`config.mk`:
```
export PLATFORM = sky130hd
export DESIGN_NAME = shift_ring_counter
export DESIGN_NICKNAME = d
export VERILOG_FILES = /design/src/rtl/shift_ring_counter.sv
export SDC_FILE = /design/constraint.sdc
export NUM_CORES = 1
export LEC_CHECK = 0
export CAP_MARGIN = 20
export CORE_MARGIN = 2
export CORE_UTILIZATION = 35
export CTS_CLUSTER_DIAMETER = 80
export CTS_CLUSTER_SIZE = 30
export DETAILED_ROUTE_END_ITERATION = 16
export SETUP_SLACK_MARGIN = 0.2
export SYNTH_ARGS = -nofsm -noshare
export SYNTH_HDL_FRONTEND = slang
export SYNTH_SLANG_ARGS = --single-unit
```
`constraint.sdc`:
```
create_clock -name clk -period 2.6 [get_ports clk]
set_input_delay 0.26 -clock clk [delete_from_list [all_inputs] [get_ports clk]]
set_output_delay 0.26 -clock clk [all_outputs]
set_load 0.01 [all_outputs]
```
`src/rtl/shift_ring_counter.sv`:
```
// Parametrised ring / Johnson shift counter with direction, enable, load, wrap pulse and illegal-state flag.
// Define SRC_SELF_CORRECT_EN to make an enabled step from an illegal state return to home.
module shift_ring_counter #(
   parameter int unsigned WIDTH    = 4,
   parameter int unsigned HOME_POS = 0
) (
   input  logic             clk,
   input  logic             rst,
   input  logic             en,
   input  logic             dir,
   input  logic             mode,
   input  logic             load,
   input  logic [WIDTH-1:0] load_val,
   output logic [WIDTH-1:0] q,
   output logic             tc,
   output logic             err
);

   typedef enum logic {
      MODE_RING    = 1'b0,
      MODE_JOHNSON = 1'b1
   } mode_e;

   mode_e            mode_in, mode_q, mode_d;
   logic [WIDTH-1:0] q_q, q_d, shifted, home_q;
   logic             tc_q, tc_d, legal;

   function automatic logic [WIDTH-1:0] home_of(input mode_e m);
      logic [WIDTH-1:0] h;
      h = '0;
      if (m == MODE_RING) h = {{(WIDTH-1){1'b0}}, 1'b1} << HOME_POS;
      return h;
   endfunction

   // Johnson legality: at most one 0/1 boundary between adjacent bits.
   function automatic logic is_legal(input mode_e m, input logic [WIDTH-1:0] v);
      int unsigned edges;
      edges = 0;
      for (int unsigned i = 0; i < WIDTH - 1; i++) begin
         if (v[i] != v[i+1]) edges++;
      end
      if (m == MODE_RING) return ($countones(v) == 1);
      return (edges <= 1);
   endfunction

   assign mode_in = mode_e'(mode);
   assign home_q  = home_of(mode_q);
   assign legal   = is_legal(mode_q, q_q);

   always_comb begin
      shifted = q_q;
      if (mode_q == MODE_RING) begin
         if (dir) shifted = {q_q[0], q_q[WIDTH-1:1]};
         else     shifted = {q_q[WIDTH-2:0], q_q[WIDTH-1]};
      end else begin
         if (dir) shifted = {~q_q[0], q_q[WIDTH-1:1]};
         else     shifted = {q_q[WIDTH-2:0], ~q_q[WIDTH-1]};
      end
   end

   always_comb begin
      mode_d = mode_q;
      q_d    = q_q;
      tc_d   = 1'b0;
      if (mode_in != mode_q) begin
         mode_d = mode_in;
         q_d    = home_of(mode_in);
      end else if (load) begin
         q_d = load_val;
      end else if (en) begin
`ifdef SRC_SELF_CORRECT_EN
         if (!legal) begin
            q_d = home_q;
         end else begin
            q_d  = shifted;
            tc_d = (shifted == home_q);
         end
`else
         q_d  = shifted;
         tc_d = legal && (shifted == home_q);
`endif
      end
   end

   always_ff @(posedge clk) begin
      if (rst) begin
         mode_q <= mode_in;
         q_q    <= home_of(mode_in);
         tc_q   <= 1'b0;
      end else begin
         mode_q <= mode_d;
         q_q    <= q_d;
         tc_q   <= tc_d;
      end
   end

   assign q   = q_q;
   assign tc  = tc_q;
   assign err = !legal;

endmodule

```
==> reports/qor.txt, run 1 <==
status = completed
average wire per standard cell = 12.77 um
VDD IR max = 0.2083 mV
flops & latches, synth = 6
WHS Endpoint = tc$_SDFF_PP0_
gr ovfl total = 0
Seq pwr share = 32.5%
# port buffers = 15
WHS Path Cells = 3
clk slew on worst S/H paths = 0.04 ns
cts bufs inserted = 3
Layout area overhead = 46.98%
largest net degree at the start of global routing = 9
vias = 468
CP max-delay cell = fa_1
fin nets = 94
commonest non-fill, non-tap cell in the layout = clkdlybuf4s50_1
setup slack after layout = 0.2280 ns
Comb pwr share = 43.0%
core area = 0.001471 mm2
Internal Power = 0.2651 mW
Layout Cells excl Fill = 94
area of the die = 0.001867 mm2
Clock Latency Late Sink = 0.25 ns
crit path max fanout = 2
H-tree lvl count = 1
Placer Congestion = 0.6896
Max clock buf depth = 2
DP Wirelength = 924.5 um
fin crit share = 91.23%
Data arrival, critical path = 2.11 ns
placed insts = 88
critical path buffer and inverter count = 3
total track usage = 15.46%
worst path cell trace = inv_2 > fa_1 > inv_2 > ha_4 > ha_4 > nor4b_4 > nor2_1 > buf_2
Max-Slew Margin vs Limit = 76.71%
post-synthesis instance total = 56
Final Slew Violations = 0
first-pass GRT wire length = 2.083 mm
antenna violations before repair = 0
I/O pin cnt = 16
Setup WS pre-CTS = -0.02082 ns
Worst path max stage delay = 0.54 ns
final total power = 0.3895 mW
critical path's top delay family = adder cells
diode count = 0
antenna viol nets, final = 0
Setup crit start kind = register
Yosys warnings = 0
hold wc startpoint = en
Setup Skew = 0.008666 ns
r2r startpoint = q[1]$_SDFFCE_PP0P_
Fmax = 421.6 MHz
Die Wd = 43.21 um
syn_area_per_cell = 9.607 um2
pwr dens = 492.6 mW/mm2
Sw Ratio = 31.93%
Clk pwr share = 24.5%
post-synthesis sequential area ratio = 31.63%
Reg2Reg Setup Slack = 0.49 ns
Die Y = 43.21 um
Clk Tree Root Cell = clkbuf_4
minimum clock period after layout = 2.372 ns
Hold WC Path Type = in2reg
worst reg2reg path depth = 9
CTS tree = built
unrepaired setup endpoints after global routing = true
critical path required time = 2.34 ns
CP endpoint kind = output port
starting density of the core = 36.56%
Pre-antenna DRT Iters = 4
final hold vios = 0
setup TNS = 0 ns
Yosys cell types = 29
Core Util, Final = 53.74%
CP Class = reg2out
Worst Tran Pin Value = 0.3494 ns
total clock sinks = 6
total wire length = 1.200 mm
max-cap violations = 0
DRC = 0
layout cells sized above 1 = 20.51%
vias in the first global route = 463
cts hold-fix bufs = 0
leak pwr = 0.3164 nW
initial drt markers = 3
most frequent cells in the layout = clkdlybuf4s50_1 (14), inv_1 (6), nor2_1 (5), edfxtp_1 (5), buf_4 (5)
setup violators final = 0
Worst R2R End = tc$_SDFF_PP0_
Psw = 0.1244 mW
site row count = 14
Post-Syn Area = 538.0 um2
syn nets = 71
via density per instance = 4.979
[timing repair]
| action | 4_1_cts | 5_1_grt |
|---|---|---|
| setup buffers | 1 | 1 |
| endpoints found under the setup margin | 1 | 1 |
| pin swaps | 3 | 4 |
| gates resized for setup | 8 | 4 |
[cell type report]
type | count | area [um2]
Fill cell | 144 | 680.7
Multi-Input combinational cell | 39 | 357.8
Sequential cell | 6 | 170.2
Timing Repair Buffer | 20 | 182.7
Clock buffer | 4 | 26.28
Tap cell | 16 | 20.02
Inverter | 9 | 33.78
[worst min-delay path, delay by kind of cell]
family | cells | cell delay [ns]
simple gates | 2 | 0.16
buf+inv | 1 | 0.42
[cell usage after synthesis]
master	instances	share of area [%]
or3b_1	1	1.6
nand3_1	1	0.93
nor2_1	5	3.5
nor3b_1	1	1.4
or3_1	1	1.2
buf_6	1	2.1
and2_1	1	1.2
a2111o_1	2	4.2
a211oi_1	2	2.8
nor4_2	1	2.3
buf_2	1	0.93
nor2b_1	1	1.2
fa_1	2	7.4
ha_1	3	7.0
nor4b_1	1	1.6
dfxtp_1	1	3.7
nand3b_1	1	1.4
a21oi_1	2	1.9
nand2b_1	1	1.2
xnor2_1	4	6.5
nand2_1	2	1.4
inv_1	9	6.3
o21bai_1	1	1.4
nand4_1	1	1.2
and3_1	1	1.2
edfxtp_1	5	28
mux2i_1	2	3.7
o211ai_1	1	1.4
a211o_1	1	1.6
[per-layer routing]
metal | share of wire (%) | wire length (um) | GRT usage [%] | vias to the layer above
li1 | - | - | - | 238
met1 | 47 | 564 | 19.74 | 218
met2 | 49 | 583 | 23.28 | 9
met3 | 3.3 | 40 | 5.106 | 3
met4 | 1.0 | 12 | 7.273 | 0
met5 | 0 | 0 | 0 | -
[power by group through the flow]
stage,sequential (mW),clock (mW),combinational (mW)
detailed placement,0.126,0,0.140
global route,0.127,0.109,0.188
CTS,0.125,0.100,0.150
finish,0.127,0.0954,0.167
floorplan,0.131,0,0.0751
global placement,0.125,0,0.138
[state kept, by name (all words and copies together) (netlist names)]
signal,cells
mode_q,1
q,4
tc,1
[worst max-delay path by stage]
stage,start,end,slack [ns],depth (start not counted)
floorplan,q[0]$_DFFE_PP_,err,0.31,7
global placement,q[1]$_SDFFCE_PP0P_,err,0.02,8
detailed placement,q[0]$_DFFE_PP_,err,-0.02,8
CTS,q[0]$_DFFE_PP_,err,0.21,8
global route,q[0]$_DFFE_PP_,err,0.12,8
finish,q[1]$_SDFFCE_PP0P_,err,0.23,8
[through the flow]
| stage | hold slack, ns | instance area, um2 |
|---|---|---|
| 6_report | 0.6390 | 790.8 |
| 5_1_grt | 0.6737 | 790.8 |
| 4_1_cts | 0.6414 | 764.5 |
| 2_1_floorplan | 0.3589 | 538.0 |
| 3_3_place_gp | 0.7674 | 714.4 |
| 3_5_place_dp | 0.7706 | 714.4 |
[logic make-up after synthesis]
group                      Yosys count  synth area share, %
AOI/OAI and AO/OA                    9                13.26
xor gates and xnor gates             4                6.511
adders and majority gates            5                14.42
buffers and inverters               11                9.301
DFF                                  6                31.63
muxes                                2                3.721
and+or+nand+nor                     19                21.17
Power figures use the tool's default switching activity.
==> run 2, diff against run 1 <==
Settings changed: SETUP_SLACK_MARGIN 0.2 to unset.
==> run 2 against run 1 <==
Net effect:
- final cell count increased by 1.1%
- global-route usage is 0.17 points lower
- clock-buffer cell count stayed put
- sequential power is essentially flat
- sequential cell count did not move
- first-iteration DRC count unchanged
- total power is 2.0% lower
==> reports/qor.txt, run 2 (synthesis results as in run 1) <==
Layout area overhead = 43.72%
gr ovfl total = 0 (unchanged)
I/O pin cnt = 16 (unchanged)
fin crit share = 94.99% (+3.8 points)
minimum clock period after layout = 2.470 ns (+0.09757 ns)
fin nets = 95 (+1.1%)
WHS Path Cells = 3 (unchanged)
Seq pwr share = 32.8% (+0.3 points)
antenna violations before repair = 0 (unchanged)
Comb pwr share = 42.2% (-0.8 points)
max-cap violations = 0 (unchanged)
Internal Power = 0.2618 mW (-1.3%)
initial drt markers = 3 (unchanged)
total track usage = 15.28% (-0.17 points)
Die Y = 43.21 um (unchanged)
critical path's top delay family = adder cells
Final Slew Violations = 0 (unchanged)
Fmax = 404.9 MHz (-4.0%)
cts hold-fix bufs = 0 (unchanged)
CP max-delay cell = fa_1
average wire per standard cell = 12.88 um (+0.93%)
H-tree lvl count = 1 (unchanged)
Setup Skew = 0.008481 ns (-0.0001853 ns)
Placement Cell Area = 714.4 um2 (unchanged)
CP endpoint kind = output port
Worst Tran Pin Value = 0.3466 ns (-0.002791 ns)
CTS tree = built
top sig layer = met4
area of the die = 0.001867 mm2 (unchanged)
Pre-antenna DRT Iters = 4 (unchanged)
diode count = 0 (unchanged)
Setup crit start kind = register
Hold WC Path Type = in2reg
final hold vios = 0 (unchanged)
site row count = 14 (unchanged)
Reg2Reg Setup Slack = 0.28 ns (-0.21 ns)
WHS Endpoint = tc$_SDFF_PP0_
r2r startpoint = q[0]$_DFFE_PP_
critical path required time = 2.34 ns (about the same)
total wire length = 1.224 mm (+2.0%)
layout cells sized above 1 = 15.19% (-5.3 points)
cts bufs inserted = 3 (unchanged)
Clk pwr share = 25.0% (+0.5 points)
CP Class = reg2out
status = completed
Max-Slew Margin vs Limit = 76.89% (+0.19 points)
Largest register FFs = 4 (unchanged)
met3 wire len = 40 um (unchanged)
crit path max fanout = 2 (unchanged)
commonest non-fill, non-tap cell in the layout = clkdlybuf4s50_1
leak pwr = 0.3270 nW (+3.3%)
Placer Congestion = 0.6896 (unchanged)
Detail Route met2 WL = 622 um (+6.7%)
fin area = 773.2 um2 (-2.2%)
unrepaired setup endpoints after global routing = false
worst reg2reg path depth = 10 (+1)
Max clock buf depth = 2 (unchanged)
most frequent cells in the layout = clkdlybuf4s50_1 (14), inv_1 (9), buf_4 (6)
antenna viol nets, final = 0 (unchanged)
# port buffers = 15 (unchanged)
Clock Latency Late Sink = 0.25 ns (about the same)
Worst path max stage delay = 0.52 ns (-0.02 ns)
Die Wd = 43.21 um (unchanged)
total clock sinks = 6 (unchanged)
starting density of the core = 36.56% (unchanged)
critical path buffer and inverter count = 3 (unchanged)
core area = 0.001471 mm2 (unchanged)
Sw Ratio = 31.38% (-0.55 points)
largest net degree at the start of global routing = 9 (unchanged)
hold wc startpoint = en
vias in the first global route = 468 (+1.1%)
Data arrival, critical path = 2.21 ns (+0.10 ns)
VDD IR max = 0.2095 mV (+0.55%)
placed insts = 88 (unchanged)
clk slew on worst S/H paths = 0.05 ns (about the same)
vias = 478 (+2.1%)
worst path cell trace = inv_1 > fa_1 > inv_1 > ha_1 > ha_1 > nor4b_4 > nor2_1 > clkbuf_2
Psw = 0.1197 mW (-3.7%)
WL met1 = 549 um (-2.7%)
Layout Cells excl Fill = 95 (+1.1%)
via density per instance = 5.032 (+1.1%)
first-pass GRT wire length = 2.063 mm (-0.96%)
Clk Tree Root Cell = clkbuf_4
DP Wirelength = 924.5 um (unchanged)
Worst R2R End = tc$_SDFF_PP0_
setup violators final = 0 (unchanged)
DRC = 0 (unchanged)
FILL cells = 147 (+2.1%)
pwr dens = 493.4 mW/mm2 (+0.18%)
==> run 2: cell types whose count changed in the layout (fill, tap and decap cells not counted) <==
cell / before / now
ha_4: 2 / 0
inv_1: 6 / 9
buf_2: 1 / 0
clkbuf_2: 0 / 1
inv_2: 3 / 0
buf_4: 5 / 6
ha_1: 1 / 3
==> run 2: metal layers <==
metal / global-route usage [%] / up-vias
li1: - / 240
met1: 18.42 / 226
met2: 24.18 / 9
met3: 5.106 / 3
met4: 7.273 / 0
met5: 0 / -
==> run 2: stage by stage <==
stage / utilization, % / hold WS (ns) / setup TNS (ns) / total power, mW / setup slack [ns]
2_1_floorplan: - / 0.3589 / 0 / 0.2062 / 0.3065
3_3_place_gp: 48.55 / 0.7674 / 0 / 0.2631 / 0.01928
3_5_place_dp: 48.55 / 0.7706 / -0.02082 / 0.2666 / -0.02082
4_1_cts: 51.19 / 0.6414 / 0 / 0.3706 / 0.01745
5_1_grt: 52.55 / 0.6737 / 0 / 0.4146 / 0.03218
6_report: 52.55 / 0.6431 / 0 / 0.3815 / 0.1304
==> run 2: tightest hold or removal path, cell delays in order <==
cell,delay (ns)
clkdlybuf4s50_1,0.42
nand4_1,0.11
nor4_2,0.05
==> run 2: power by group through the flow <==
stage               logic [mW]  clock network (mW)  registers, mW
finish                   0.161              0.0953          0.125
global route             0.180               0.109          0.126
CTS                      0.146               0.100          0.124
detailed placement       0.140                   0          0.126
global placement         0.138                   0          0.125
floorplan               0.0751                   0          0.131
==> run 2: timing repair <==
action	in CTS	in global routing
setup buffers	1	2
gates cloned	0	0
pin swaps	1	1
gates resized for setup	2	3
endpoints found under the setup margin	1	1
hold endpoints to repair	0	0
==> run 2: area by class of cell <==
type / instances / area, um2 / share of cell area (%)
sequential: 6 / 170.2 / 22.01
tap: 16 / 20.02 / 2.589
clock buffer: 4 / 26.28 / 3.398
multi-input combinational: 39 / 332.8 / 43.04
inverter: 9 / 33.78 / 4.369
timing repair buffer: 21 / 190.2 / 24.60
==> run 2: worst max-delay path by stage <==
stage / cells past startpoint / endpoint / slack, ns / from
2_1_floorplan: 7 / err / 0.31 / q[0]$_DFFE_PP_
3_3_place_gp: 8 / err / 0.02 / q[1]$_SDFFCE_PP0P_
3_5_place_dp: 8 / err / -0.02 / q[0]$_DFFE_PP_
4_1_cts: 8 / err / 0.02 / q[0]$_DFFE_PP_
5_1_grt: 8 / err / 0.03 / q[0]$_DFFE_PP_
6_report: 8 / err / 0.13 / q[0]$_DFFE_PP_
==> run 3, diff against run 2 <==
Settings changed: CAP_MARGIN 20 to 10, CTS_BUF_LIST set to sky130_fd_sc_hd__clkbuf_8.
==> run 3 against run 2 <==
Net effect:
- combinational power is 7% lower
- clock skew is 0.0022 ns lower
- hold slack better by 0.026 ns
- total power is 10% higher
- final cell count is 2.1% lower
- sequential power hardly changed
==> reports/qor.txt, run 3 (synthesis results as in run 1) <==
status = completed
via density per instance = 4.903 (-2.6%)
CTS tree = built
I/O pin cnt = 16 (unchanged)
most frequent cells in the layout = clkdlybuf4s50_1 (14), inv_1 (10), nor2_1 (5), edfxtp_1 (5)
# port buffers = 15 (unchanged)
average wire per standard cell = 12.46 um (-3.3%)
final total power = 0.4204 mW (+10%)
crit path max fanout = 2 (unchanged)
Worst Tran Pin Value = 0.3418 ns (-0.004784 ns)
DRC = 0 (unchanged)
Die Wd = 43.21 um (unchanged)
CP Class = reg2out
largest net degree at the start of global routing = 9 (unchanged)
setup violators final = 0 (unchanged)
antenna violations before repair = 0 (unchanged)
Clk Tree Root Cell = clkbuf_8
clk slew on worst S/H paths = 0.04 ns (about the same)
Hold WC Path Type = in2reg
setup TNS = 0 ns (unchanged)
DP Wirelength = 924.5 um (unchanged)
Setup Skew = 0.006250 ns (-0.002230 ns)
initial drt markers = 3 (unchanged)
Fmax = 415.1 MHz (+2.5%)
H-tree lvl count = 1 (unchanged)
antenna viol nets, final = 0 (unchanged)
total wire length = 1.159 mm (-5.3%)
Die Y = 43.21 um (unchanged)
VDD IR max = 0.3738 mV (+78%)
Setup crit start kind = register
Hold Slack = 0.6692 ns (+0.02618 ns)
Max-Slew Margin vs Limit = 77.21% (+0.32 points)
max-cap violations = 0 (unchanged)
Pre-antenna DRT Iters = 2 (-2)
minimum clock period after layout = 2.409 ns (-0.06053 ns)
Layout area overhead = 44.42%
Reg2Reg Setup Slack = 0.41 ns (+0.13 ns)
vias = 456 (-4.6%)
fin crit share = 92.66% (-2.3 points)
Final Slew Violations = 0 (unchanged)
commonest non-fill, non-tap cell in the layout = clkdlybuf4s50_1
Largest register FFs = 4 (unchanged)
cts hold-fix bufs = 0 (unchanged)
pwr dens = 541.1 mW/mm2 (+9.7%)
starting density of the core = 36.56% (unchanged)
Data arrival, critical path = 2.15 ns (-0.06 ns)
total clock sinks = 6 (unchanged)
Placer Congestion = 0.6896 (unchanged)
CP endpoint kind = output port
core area = 0.001471 mm2 (unchanged)
Clock Latency Late Sink = 0.23 ns (-0.02 ns)
Max clock buf depth = 2 (unchanged)
total track usage = 15.55% (+0.26 points)
cts bufs inserted = 3 (unchanged)
critical path required time = 2.34 ns (about the same)
gr ovfl total = 0 (unchanged)
area of the die = 0.001867 mm2 (unchanged)
leak pwr = 0.3288 nW (+0.55%)
unrepaired setup endpoints after global routing = false
FILL cells = 148 (+0.68%)
vias in the first global route = 461 (-1.5%)
layout cells sized above 1 = 12.99% (-2.2 points)
final hold vios = 0 (unchanged)
site row count = 14 (unchanged)
first-pass GRT wire length = 2.049 mm (-0.68%)
diode count = 0 (unchanged)
fin nets = 93 (-2.1%)
-- run 3: cell count changes in the layout (fill, tap and decap cells not counted) --
cell,delta
clkbuf_4,-3
clkbuf_8,+3
buf_4,-2
clkbuf_1,-1
inv_1,+1
-- run 3: per-layer routing --
metal	wire [um]	up-vias	track usage, %
li1	-	237	-
met1	512	205	18.42
met2	571	9	24.18
met3	38	5	5.106
met4	36	0	9.091
met5	0	-	0
-- run 3: power by group --
group | switching [mW] | internal [mW]
Combinational | 0.0686 | 0.0818
Clock | 0.0433 | 0.102
Sequential | 0.0101 | 0.115
Total | 0.122 | 0.298
-- run 3: repair_timing --
| item | CTS | global route |
|---|---|---|
| resized for setup | 2 | 3 |
| buffers inserted | 1 | 0 |
| gates cloned | 0 | 0 |
| endpoints found under the setup margin | 1 | 1 |
| pin swaps | 1 | 2 |
-- run 3: final timing paths --
path	from	to	cells after the start
max	q[0]$_DFFE_PP_	err	8
max reg2reg	q[0]$_DFFE_PP_	tc$_SDFF_PP0_	9
min reg2reg	q[0]$_DFFE_PP_	tc$_SDFF_PP0_	4
min	en	tc$_SDFF_PP0_	3
-- run 3: area by class of cell --
cell class | count | area (um2) | share of cell area [%]
timing repair buffer | 19 | 175.2 | 22.54
clock inverter | 1 | 3.754 | 0.4831
inverter | 9 | 33.78 | 4.348
multi-input combinational | 39 | 332.8 | 42.83
sequential | 6 | 170.2 | 21.90
tap | 16 | 20.02 | 2.576
clock buffer | 3 | 41.29 | 5.314
-- run 3: stage by stage --
stage          cell area [um2]  util (%)  instances  worst slack (ns)
2_1_floorplan            538.0         -         56            0.3065
3_3_place_gp             714.4     48.55         88           0.01928
3_5_place_dp             714.4     48.55         88          -0.02082
4_1_cts                  772.0     52.47         93           0.05232
5_1_grt                  777.0     52.81         93           0.06750
6_report                 777.0     52.81         93            0.1909
-- run 3: worst max-delay path: stages, from the launching register on --
cell	delay (ns)
edfxtp_1	0.33
inv_1	0.06
fa_1	0.52
inv_1	0.04
ha_1	0.17
ha_1	0.31
nor4b_4	0.29
nor2_1	0.07
clkbuf_2	0.13
